==> config.mk <==
export PLATFORM = sky130hd
export DESIGN_NAME = rgb_out_buffer
export DESIGN_NICKNAME = d
export VERILOG_FILES = /design/src/rtl/rgb_out_buffer.sv
export SDC_FILE = /design/constraint.sdc
export NUM_CORES = 1
export LEC_CHECK = 0
export CAP_MARGIN = 30
export CORE_MARGIN = 1.5
export CORE_UTILIZATION = 65
export DETAILED_ROUTE_END_ITERATION = 12
export HOLD_SLACK_MARGIN = 0.02
export PLACE_DENSITY_LB_ADDON = 0.3
export SYNTH_ARGS = -nofsm -noshare
export SYNTH_HDL_FRONTEND = slang
export SYNTH_SLANG_ARGS = --single-unit
==> constraint.sdc <==
create_clock -name clk_i -period 9.8 [get_ports clk_i]
set_clock_uncertainty 0.2 [all_clocks]
set_input_delay 0.98 -clock clk_i [delete_from_list [all_inputs] [get_ports clk_i]]
set_output_delay 0.98 -clock clk_i [all_outputs]
set_load 0.01 [all_outputs]
==> src/rtl/rgb_out_buffer.sv <==
// rgb_out_buffer
//   Output elastic buffer for the RGB pipeline. Pixels arrive on a valid/ready
//   stream and are stored in a FIFO. The FIFO is drained at a fixed pixel
//   cadence set by pix_en_i. Output starts on a frame boundary (vsync=1 entry)
//   once StartLevel entries are buffered. If the FIFO runs dry, the output is
//   blanked, the underflow is flagged and counted, and the buffer waits for the
//   next frame start.
//
// Ports
//   clk_i, rst_i         clock, synchronous active-high reset
//   rgb_i, hsync_i, vsync_i, vde_i, valid_i / ready_o
//                        input pixel stream (valid/ready handshake)
//   pix_en_i             pixel-rate strobe, one output pixel per asserted cycle
//   rgb_o, hsync_o, vsync_o, vde_o
//                        registered video output
//   level_o              FIFO occupancy
//   underflow_o          one-cycle pulse on underflow
//   underflow_cnt_o      saturating underflow count
module rgb_out_buffer #(
  parameter int Width      = 24,
  parameter int Depth      = 16,
  parameter int StartLevel = 8
) (
  input  logic                       clk_i,
  input  logic                       rst_i,
  input  logic [Width-1:0]           rgb_i,
  input  logic                       hsync_i,
  input  logic                       vsync_i,
  input  logic                       vde_i,
  input  logic                       valid_i,
  output logic                       ready_o,
  input  logic                       pix_en_i,
  output logic [Width-1:0]           rgb_o,
  output logic                       hsync_o,
  output logic                       vsync_o,
  output logic                       vde_o,
  output logic [$clog2(Depth):0]     level_o,
  output logic                       underflow_o,
  output logic [15:0]                underflow_cnt_o
);

  localparam int AW = $clog2(Depth);
  localparam int CW = AW + 1;
  localparam int EW = Width + 3;

  typedef enum logic [1:0] {SYNC, FILL, RUN} state_t;

  state_t          state;
  logic [EW-1:0]   mem [Depth];
  logic [AW-1:0]   wr_ptr;
  logic [AW-1:0]   rd_ptr;
  logic [CW-1:0]   count;
  logic            push;
  logic            pop;
  logic            empty;
  logic [EW-1:0]   head;
  logic [Width-1:0] head_rgb;
  logic            head_hsync;
  logic            head_vsync;
  logic            head_vde;

  // ready comes only from the registered count, so a pop in a full cycle
  // cannot open the write side in that same cycle.
  assign ready_o = (count != CW'(Depth));
  assign push    = valid_i & ready_o;
  assign empty   = (count == '0);
  assign level_o = count;

  assign head       = mem[rd_ptr];
  assign head_rgb   = head[EW-1:3];
  assign head_hsync = head[2];
  assign head_vsync = head[1];
  assign head_vde   = head[0];

  always_comb begin
    // NOTE: every signal driven from always_comb gets a default first so no
    // path through the case leaves it unassigned (which would infer a latch).
    pop = 1'b0;
    unique case (state)
      SYNC:    pop = ~empty & ~head_vsync;   // discard until a frame start
      FILL:    pop = 1'b0;
      RUN:     pop = pix_en_i & ~empty;
      default: pop = 1'b0;
    endcase
  end

  // NOTE: the storage array has no reset; the pointers and count define
  // which entries are valid, so clearing the data would only add logic.
  always_ff @(posedge clk_i) begin
    if (push) mem[wr_ptr] <= {rgb_i, hsync_i, vsync_i, vde_i};
  end

  // NOTE: all state here uses non-blocking assignments so every register
  // samples the pre-edge values, matching the hardware it describes.
  always_ff @(posedge clk_i) begin
    if (rst_i) begin
      wr_ptr          <= '0;
      rd_ptr          <= '0;
      count           <= '0;
      state           <= SYNC;
      rgb_o           <= '0;
      hsync_o         <= 1'b0;
      vsync_o         <= 1'b0;
      vde_o           <= 1'b0;
      underflow_o     <= 1'b0;
      underflow_cnt_o <= '0;
    end else begin
      if (push) wr_ptr <= wr_ptr + AW'(1);
      if (pop)  rd_ptr <= rd_ptr + AW'(1);

      unique case ({push, pop})
        2'b10:   count <= count + CW'(1);
        2'b01:   count <= count - CW'(1);
        default: count <= count;
      endcase

      underflow_o <= 1'b0;

      unique case (state)
        SYNC: begin
          rgb_o   <= '0;
          hsync_o <= 1'b0;
          vsync_o <= 1'b0;
          vde_o   <= 1'b0;
          if (!empty && head_vsync) state <= FILL;
        end
        FILL: begin
          rgb_o   <= '0;
          hsync_o <= 1'b0;
          vsync_o <= 1'b0;
          vde_o   <= 1'b0;
          if (count >= CW'(StartLevel)) state <= RUN;
        end
        RUN: begin
          if (pix_en_i) begin
            if (!empty) begin
              rgb_o   <= head_rgb;
              hsync_o <= head_hsync;
              vsync_o <= head_vsync;
              vde_o   <= head_vde;
            end else begin
              // Ran dry: blank, flag, and wait for the next frame start.
              rgb_o       <= '0;
              hsync_o     <= 1'b0;
              vsync_o     <= 1'b0;
              vde_o       <= 1'b0;
              underflow_o <= 1'b1;
              if (underflow_cnt_o != 16'hFFFF)
                underflow_cnt_o <= underflow_cnt_o + 16'd1;
              state <= SYNC;
            end
          end
        end
        default: state <= SYNC;
      endcase
    end
  end

endmodule
## Yosys cells after proc, flatten, opt, wreduce, memory -nomap -nowiden

Memory sizes are Yosys's and may differ from the RTL's. A register that Yosys moved wholly into a read port is not among the register bits.
Cells that the tools add are included.
W data, S select, Z words.

| storage, ports and cells | value |
|---|---|
| register bits after elaboration | 59 |
| word-level logic and storage cells | 69 |
| output and inout bits | 50 |
| memories kept | 1 |
| input port bits | 31 |
| bits in writable memories | 432 |

| operators by class | value |
|---|---|
| reductions and logical operators | 11 |
| magnitude comparators | 1 |
| multiplexer cells | 24 |
| bitwise logic cells | 7 |
| $add $sub $neg | 5 |
| equality and inequality tests | 10 |

Memories:

| name | words | bits a word | rd ports | clocked after Yosys merged registers in | wr ports | RTL line | source |
|---|---|---|---|---|---|---|---|
| mem | 16 | 27 | 1 | 1 | 1 | 49 | `logic [EW-1:0] mem [Depth];` |

Operator list:

| cell | number |
|---|---|
| $mux W24 | 2 |
| $pmux W24 S2 | 1 |
| $add A16 B1 Y16 const B | 1 |
| $ne A16 B16 Y1 const B | 1 |
| $pmux W5 S2 | 1 |
| $mux W1 | 9 |
| $add A4 B1 Y4 const B | 2 |
| $mux W2 | 4 |
| $mux W4 | 2 |
| $ne A2 B2 Y1 const B | 4 |
| $pmux W1 S2 | 4 |
| $reduce_and A4 Y1 | 2 |
| $pmux W2 S3 | 1 |
| $add A5 B1 Y5 const B | 1 |
| $ge A5 B4 Y1 const B | 1 |
| $logic_not A5 Y1 | 1 |
| $ne A5 B5 Y1 const B | 1 |
| $sub A5 B1 Y5 const B | 1 |
| $eq A2 B1 Y1 const B | 2 |
| $eq A2 B2 Y1 const B | 2 |
| $not A1 Y1 | 4 |
| $reduce_bool A2 Y1 | 2 |
| $and A1 B1 Y1 | 3 |
| $reduce_or A3 Y1 | 1 |
| other kinds (5) | 5 |

## Depth between registers and ports, before layout

Gate-level depths: netlist of the first run.

| depth | value |
|---|---|
| depth in word-level cells | 6 |
| depth in mapped cells | 16 |
| gate-level depth less buffers | 14 |

## Worst setup path before layout of the first run

Ideal clock, no wire load.

| timing path | value |
|---|---|
| path type | input port to flip-flop |
| start point | input valid_i |
| end point | memory mem[3][0] in the netlist's numbering (enable) |
| slack | 5758 ps |
| data arrival time | 3397 ps |
| path buffers | 1 |
| data required time | 9155 ps |
| cell stages on the path | 4 |
| library setup time | 445 ps |
| path through | and2_1 -> clkbuf_1 -> nand2_1 -> nor3_1 |

| on the way | value |
|---|---|
| longest elaborated chain between the ends | 3 |

RTL lines:

| what | RTL line | source |
|---|---|---|
| start, declared | 30 | `input logic valid_i,` |
| $and A1 B1 Y1 | 65 | `assign push = valid_i & ready_o;` |
| $mux W1 | 90 | `if (push) mem[wr_ptr] <= {rgb_i, hsync_i, vsync_i, vde_i};` |
| $mux W1 (not written as such) | 90 |  |
| end, declared | 49 |  |

Every way passes these cells.

==> key figures, run 1 <==
Clock tree
  • CTS resizes: 0
  • Clock latency on the worst-skew pair: about 0.55 ns
  • Root buf cell: clkbuf_16
  • Clk slew on worst S/H paths: 0.06 ns
  • CTS tree: built
  • Number of CTS-inserted buffers: 48
  • Max Buffers Root-to-Sink: 3
  • CTS Sinks: roughly 500
  • H-tree depth: 2
  • Post-CTS Hold Buffers: 0
  • # Post-CTS Setup Buffers: 0

Floorplanning
  • Total die area: roughly 30000 µm²
  • Die Wd: roughly 170 µm
  • Core ar.: 28700 µm²
  • Ports: a little over 80
  • Initial Util: 66.2%
  • Std-Cell Rows: 62
  • Die Height: about 170 µm

Critical path
  • Crit start category: register
  • Most used cell, CP: ha_1
  • Max stage delay on crit path: about 0.89 ns
  • Worst R2R Setup Slack: between 5 and 6 ns
  • Crit-path cells: mux4_2 -> mux2i_1 -> mux2_4 -> o21ai_2 -> inv_1 -> ha_1 -> xor2_1 -> ha_1 -> o31a_1 -> o22ai_1 -> a21oi_1 -> o211a_1 -> o21ai_0 -> mux2_2
  • CP endpoint kind: register
  • WS Path Type: register to register
  • CP max stage cell: dfxtp_4
  • CP Data Required Time: around 10 ns
  • CP max FO: 40
  • Crit path arrival time: roughly 4.8 ns

Global route
  • Vias in the first global route: just over 10000
  • Met3 GRT Util: around 6.4%
  • Gr busiest metal: met2
  • Total gr overflow: 0
  • GRT Overall Usage: between 20% and 30%
  • Met1 usage: between 40% and 50%
  • Global-route wire length before repair: between 60000 and 70000 µm
  • GRT met2 Usage: between 40 and 50%
  • Largest net degree at the start of global routing: 73
  • Initial antenna violation count: 0

Yosys
  • Library cells used by synthesis: 54
  • Dominant cell type by area after synthesis: edfxtp_1
  • Synth top area cells: edfxtp_1 68%, mux4_2 16%, dfxtp_1 6.6%
  • Mapped cell area: 19000 µm²
  • Ys async rst share: 0%
  • Yosys reg bits: ~500
  • Synth Instances: roughly 930
  • Register area share after synthesis: approximately three quarters
  • Avg Cell Area, Syn: just over 20 µm²
  • YS warnings: 0
  • Post-synth top area share: roughly two thirds
  • Post-synth top cells: 432 x edfxtp_1, 134 x mux4_2, 67 x nor2_1
  • Most common flop cell mapped by yosys: edfxtp_1
  • Post-synth EDFFs: between 400 and 500
  • Cell with the most instances after synthesis: edfxtp_1
  • Post-synthesis net count: ~970

Timing
  • RSZ-0062 raised after global routing: false
  • Max frequency: 0.218 GHz
  • Final period utilization: a little under half
  • Slew Limit Fails: 0
  • Relative slew slack: between 30% and 40%
  • PnR worst setup slack: around 5.2 ns
  • # setup viols final: 0
  • Setup TNS: 0 ns
  • Count of final hold-check violations: 0
  • Post-route minimum period: 4.58 ns
  • Worst slew pin tran: a little over 1 ns

Layout
  • Reg area: between 10000 and 15000 µm²
  • Layout cells sized above 1: 25.0%
  • Final #Nets: between 1000 and 1500
  • Filler cell count in the final layout: 1467
  • Multi-input logic area: between 4000 and 5000 µm²
  • Ant diodes: 0
  • Area delta synth->final: 16.3%

Pwr
  • Pleak: ~7 nW
  • VDD IR max: 0.000208 V
  • Total power: about 5 mW
  • Cell Pwr Density: 227 nW/µm²

Route
  • WL/cell: between 20 and 30 µm
  • DRC Markers: 0
  • Aggregate routed wire length: about 43000 µm
  • DR pass1 iterations: 5
  • Drt via density: 6.71
  • Vias: 9771
  • Starting DRT DRC Count: between 1000 and 1500
  • Routed Antenna Nets: 0

Placed design
  • Port bufs: 80
  • Gpl congestion: 0.781
  • Post-DP HPWL: approximately 22000 µm
  • Dpl ws: 5.08 ns

Status
  • Run status: complete, no violations

Run
  • Max Cap Viol: 0

Hold path
  • Hold Path Class: register to register
[registers in the layout, indices dropped and copies added (netlist names), named ones only]
| signal | count |
|---|---|
| level_o | 5 |
| state | 2 |
| wr_ptr | 4 |
| vsync_o | 1 |
| underflow_cnt_o | 16 |
| underflow_o | 1 |
| rgb_o | 24 |
| vde_o | 1 |
| mem | 432 |
| rd_ptr | 4 |
| hsync_o | 1 |
[per-stage QoR]
step,utilization (%),hold WS [ns],area (µm²),std cells
3_5_place_dp,71.4,0.299,20500,1368
2_1_floorplan,-,0.280,19000,933
3_3_place_gp,70.7,0.277,20300,1359
5_1_grt,77.0,0.333,22100,1457
6_report,77.0,0.305,22100,1457
4_1_cts,77.0,0.311,22100,1456
[kinds of logic (layout without fill, tap and decap cells)]
kind of cell / count (synthesis) / after routing / share of synthesized area (%)
buffers and inverters: 63 / 203 / 1.34
AND/OR/NAND/NOR: 135 / 135 / 3.40
flip-flops: 495 / 495 / 74.9
XOR/XNOR: 15 / 15 / 0.691
AO/OA/AOI/OAI: 75 / 75 / 2.79
adder cells (fa/ha/maj): 9 / 9 / 0.593
multiplexers: 141 / 141 / 16.3
[worst max-delay path: cells and delay by family (launching register included)]
kind / cells / cell delay, ns
flip-flops: 1 / 0.89
multiplexers: 4 / 1.39
XOR/XNOR: 1 / 0.13
adder cells (fa/ha/maj): 2 / 0.72
AO/OA/AOI/OAI: 6 / 1.00
buffers and inverters: 1 / 0.10
[report_power, final]
part | internal [mW] | switching [mW] | leakage, nW | total, mW
logic | 0.373 | 0.338 | 1.65 | 0.711
clock network | 1.09 | 0.780 | 0.793 | 1.87
registers | 2.36 | 0.0779 | 4.41 | 2.43
[path summary, 6_finish.rpt]
check | start | to | cells past startpoint
min | underflow_cnt_o[8] | underflow_cnt_o[8] | 2
min reg2reg | underflow_cnt_o[8] | underflow_cnt_o[8] | 2
max | register | level_o[4] | 14
max reg2reg | register | level_o[4] | 14
[final cells by class]
type                       instances  share of cell area (%)
sequential                       495                    64.4
tap                              384                    2.17
multi-input combinational        375                    21.0
clock inverter                    30                    1.29
inverter                          11                   0.187
timing repair buffer             104                    4.97
clock buffer                      58                    5.97
[placed cells by master, fill, tap and decap left out, types with 12 or more instances in the layout]
cell,netlist,final
nor2_1,67,54
nor2_4,0,12
clkbuf_16,0,49
clkinv_2,0,13
edfxtp_1,432,432
mux4_2,134,134
a21oi_1,17,17
dfxtp_1,63,59
a22oi_1,26,26
clkdlybuf4s50_1,0,79
nand2_1,15,15
buf_4,0,14
[per-layer routing]
metal / routed length [µm] / vias up
li1: - / 4049
met1: 16000 / 5024
met2: 21200 / 603
met3: 4420 / 95
met4: 1240 / 0
met5: 0 / -
Note: power is estimated with default switching activity, not from simulation.
==> inputs of run 2 (changes only) <==
Settings changed: CORE_UTILIZATION 65 to 54.
Clock period 9.8 ns to 3.7 ns, I/O delays scaled along.
==> key figures, run 2 (synthesized netlist as in run 1, its figures left out) <==
Critical path
  • CP max FO: 13
  • Worst path bufs/invs: 2
  • Top delay family on crit path: multiplexers
  • CP endpoint kind: register
  • CP Data Required Time: between 3 and 4 ns
  • Max stage delay on crit path: 0.51 ns
  • Most used cell, CP: ha_1
  • Crit path arrival time: roughly 3.7 ns
  • CP max stage cell: mux4_2
  • Crit-path cells: mux4_2 -> mux2i_1 -> mux2_4 -> o21ai_2 -> inv_1 -> ha_1 -> buf_4 -> ha_1 -> o31a_1 -> o22ai_1 -> a21oi_1 -> o211a_1 -> o21ai_0 -> mux2_2
  • WS Path Type: register to register
  • Crit start category: register

Layout
  • Biggest regs: mem (432), rgb_o (24), underflow_cnt_o (16)
  • Largest register FFs: between 400 and 500
  • Most flops, register: mem
  • Ant diodes: 0
  • Commonest cells after routing, fill and taps aside: 432 x edfxtp_1, 134 x mux4_2, 79 x clkdlybuf4s50_1
  • Leading cell type in the layout, fill and taps excluded: edfxtp_1
  • Filler cell count in the final layout: between 2000 and 2500
  • Final core occ: roughly 65%
  • Area delta synth->final: 17.6%
  • Final #Nets: 1092
  • Layout cells sized above 1: around a quarter
  • Post-Layout Cell Count: roughly 1500

Placed design
  • Gpl congestion: 0.785
  • Port bufs: 80
  • Placed insts: approximately 1500
  • Post-DP HPWL: around 22000 µm

Clock tree
  • CTS Sinks: 495
  • Number of CTS-inserted buffers: roughly 50
  • Clock latency on the worst-skew pair: 0.56 ns
  • CTS tree: built
  • Max Buffers Root-to-Sink: 3
  • Post-CTS Hold Buffers: 0
  • H-tree depth: 2
  • Clk slew on worst S/H paths: roughly 0.060 ns
  • Root buf cell: clkbuf_16

Floorplanning
  • Die Height: between 150 and 200 µm
  • Initial Util: 54.9%
  • Std-Cell Rows: around 70
  • Ports: between 80 and 90
  • Core ar.: 34600 µm²
  • Total die area: approximately 36000 µm²
  • Die Wd: between 150 and 200 µm

Timing
  • RSZ-0062 raised after global routing: false
  • Count of final hold-check violations: 0
  • Setup TNS: 0 ns
  • Relative slew slack: 41.9%
  • Slew Limit Fails: 0
  • Post-route minimum period: roughly 3.5 ns
  • Worst slew pin tran: around 0.87 ns
  • Max frequency: between 0.2 and 0.3 GHz
  • # setup viols final: 0
  • Final period utilization: between 90% and 100%

Pwr
  • Comb pwr share: between 10% and 20%
  • Switching share of total power: approximately 23%
  • VDD IR max: about 0.00046 V
  • Net Sw Power: 3.05 mW
  • Pleak: between 6 and 7 nW
  • Total power: about 13 mW
  • Pint: between 10 and 15 mW
  • Clock power frac: a little over a third
  • Sequential Power Share: about half
  • Cell Pwr Density: 588 nW/µm²

Status
  • Run status: complete, no violations

Global route
  • Largest net degree at the start of global routing: 73
  • Gr busiest metal: met2
  • Met1 usage: between 30% and 40%
  • Met3 GRT Util: under 10%
  • Total gr overflow: 0
  • Vias in the first global route: roughly 9600
  • Global-route wire length before repair: slightly below 60000 µm
  • GRT met2 Usage: roughly 37%
  • Initial antenna violation count: 0
  • GRT Overall Usage: between 20% and 30%

Route
  • Routed Antenna Nets: 0
  • DR pass1 iterations: 5
  • WL/cell: between 20 and 30 µm
  • DRC Markers: 0
  • Vias: approximately 9400
  • Drt via density: just over 6
  • Starting DRT DRC Count: 863
  • Aggregate routed wire length: between 30000 and 40000 µm

Run
  • Max Cap Viol: 0

Hold path
  • Hold Path Class: input port to register
[run 2: final timing paths]
path              cells after the start  slack [ns]         end     start
setup / recovery                     14        0.21  level_o[4]  register
setup reg to reg                     14        0.21  level_o[4]  register
hold / removal                        2        0.22       vde_o     rst_i
hold reg to reg                       2        0.31     vsync_o   vsync_o
[run 2: final cells by class]
type	instances	area, µm²	share of cell area (%)
clock inverter	20	180	0.806
inverter	11	41.3	0.185
clock buffer	68	1370	6.12
multi-input combinational	375	4670	20.9
tap	455	569	2.55
timing repair buffer	120	1280	5.72
sequential	495	14200	63.7
[run 2: power by group through the flow]
| stage | clock network, mW | logic [mW] | registers, mW |
|---|---|---|---|
| 5_1_grt | 5.07 | 2.22 | 6.34 |
| 2_1_floorplan | 0 | 1.50 | 6.42 |
| 4_1_cts | 4.85 | 2.08 | 6.33 |
| 3_3_place_gp | 0 | 2.04 | 6.43 |
| 3_5_place_dp | 0 | 2.07 | 6.44 |
| 6_report | 4.77 | 2.04 | 6.33 |
[run 2: per-stage QoR]
step / hold WS, ns / instance area [µm²] / worst slack, ns
4_1_cts: 0.211 / 22300 / 0.172
6_report: 0.224 / 22300 / 0.207
3_3_place_gp: 0.280 / 20800 / 0.306
5_1_grt: 0.242 / 22300 / 0.0146
3_5_place_dp: 0.298 / 20800 / 0.196
2_1_floorplan: 0.269 / 19000 / -0.0870
[run 2: per-layer routing]
metal / vias to the layer above / wire length [µm]
li1: 4097 / -
met1: 4916 / 16200
met2: 353 / 19600
met3: 51 / 2830
met4: 0 / 664
met5: - / 0
[run 2: repair_timing]
item,in CTS,in global routing
resized for setup,0,1
endpoints found under the setup margin,0,1
setup buffers,0,0
hold endpoints to repair,0,0
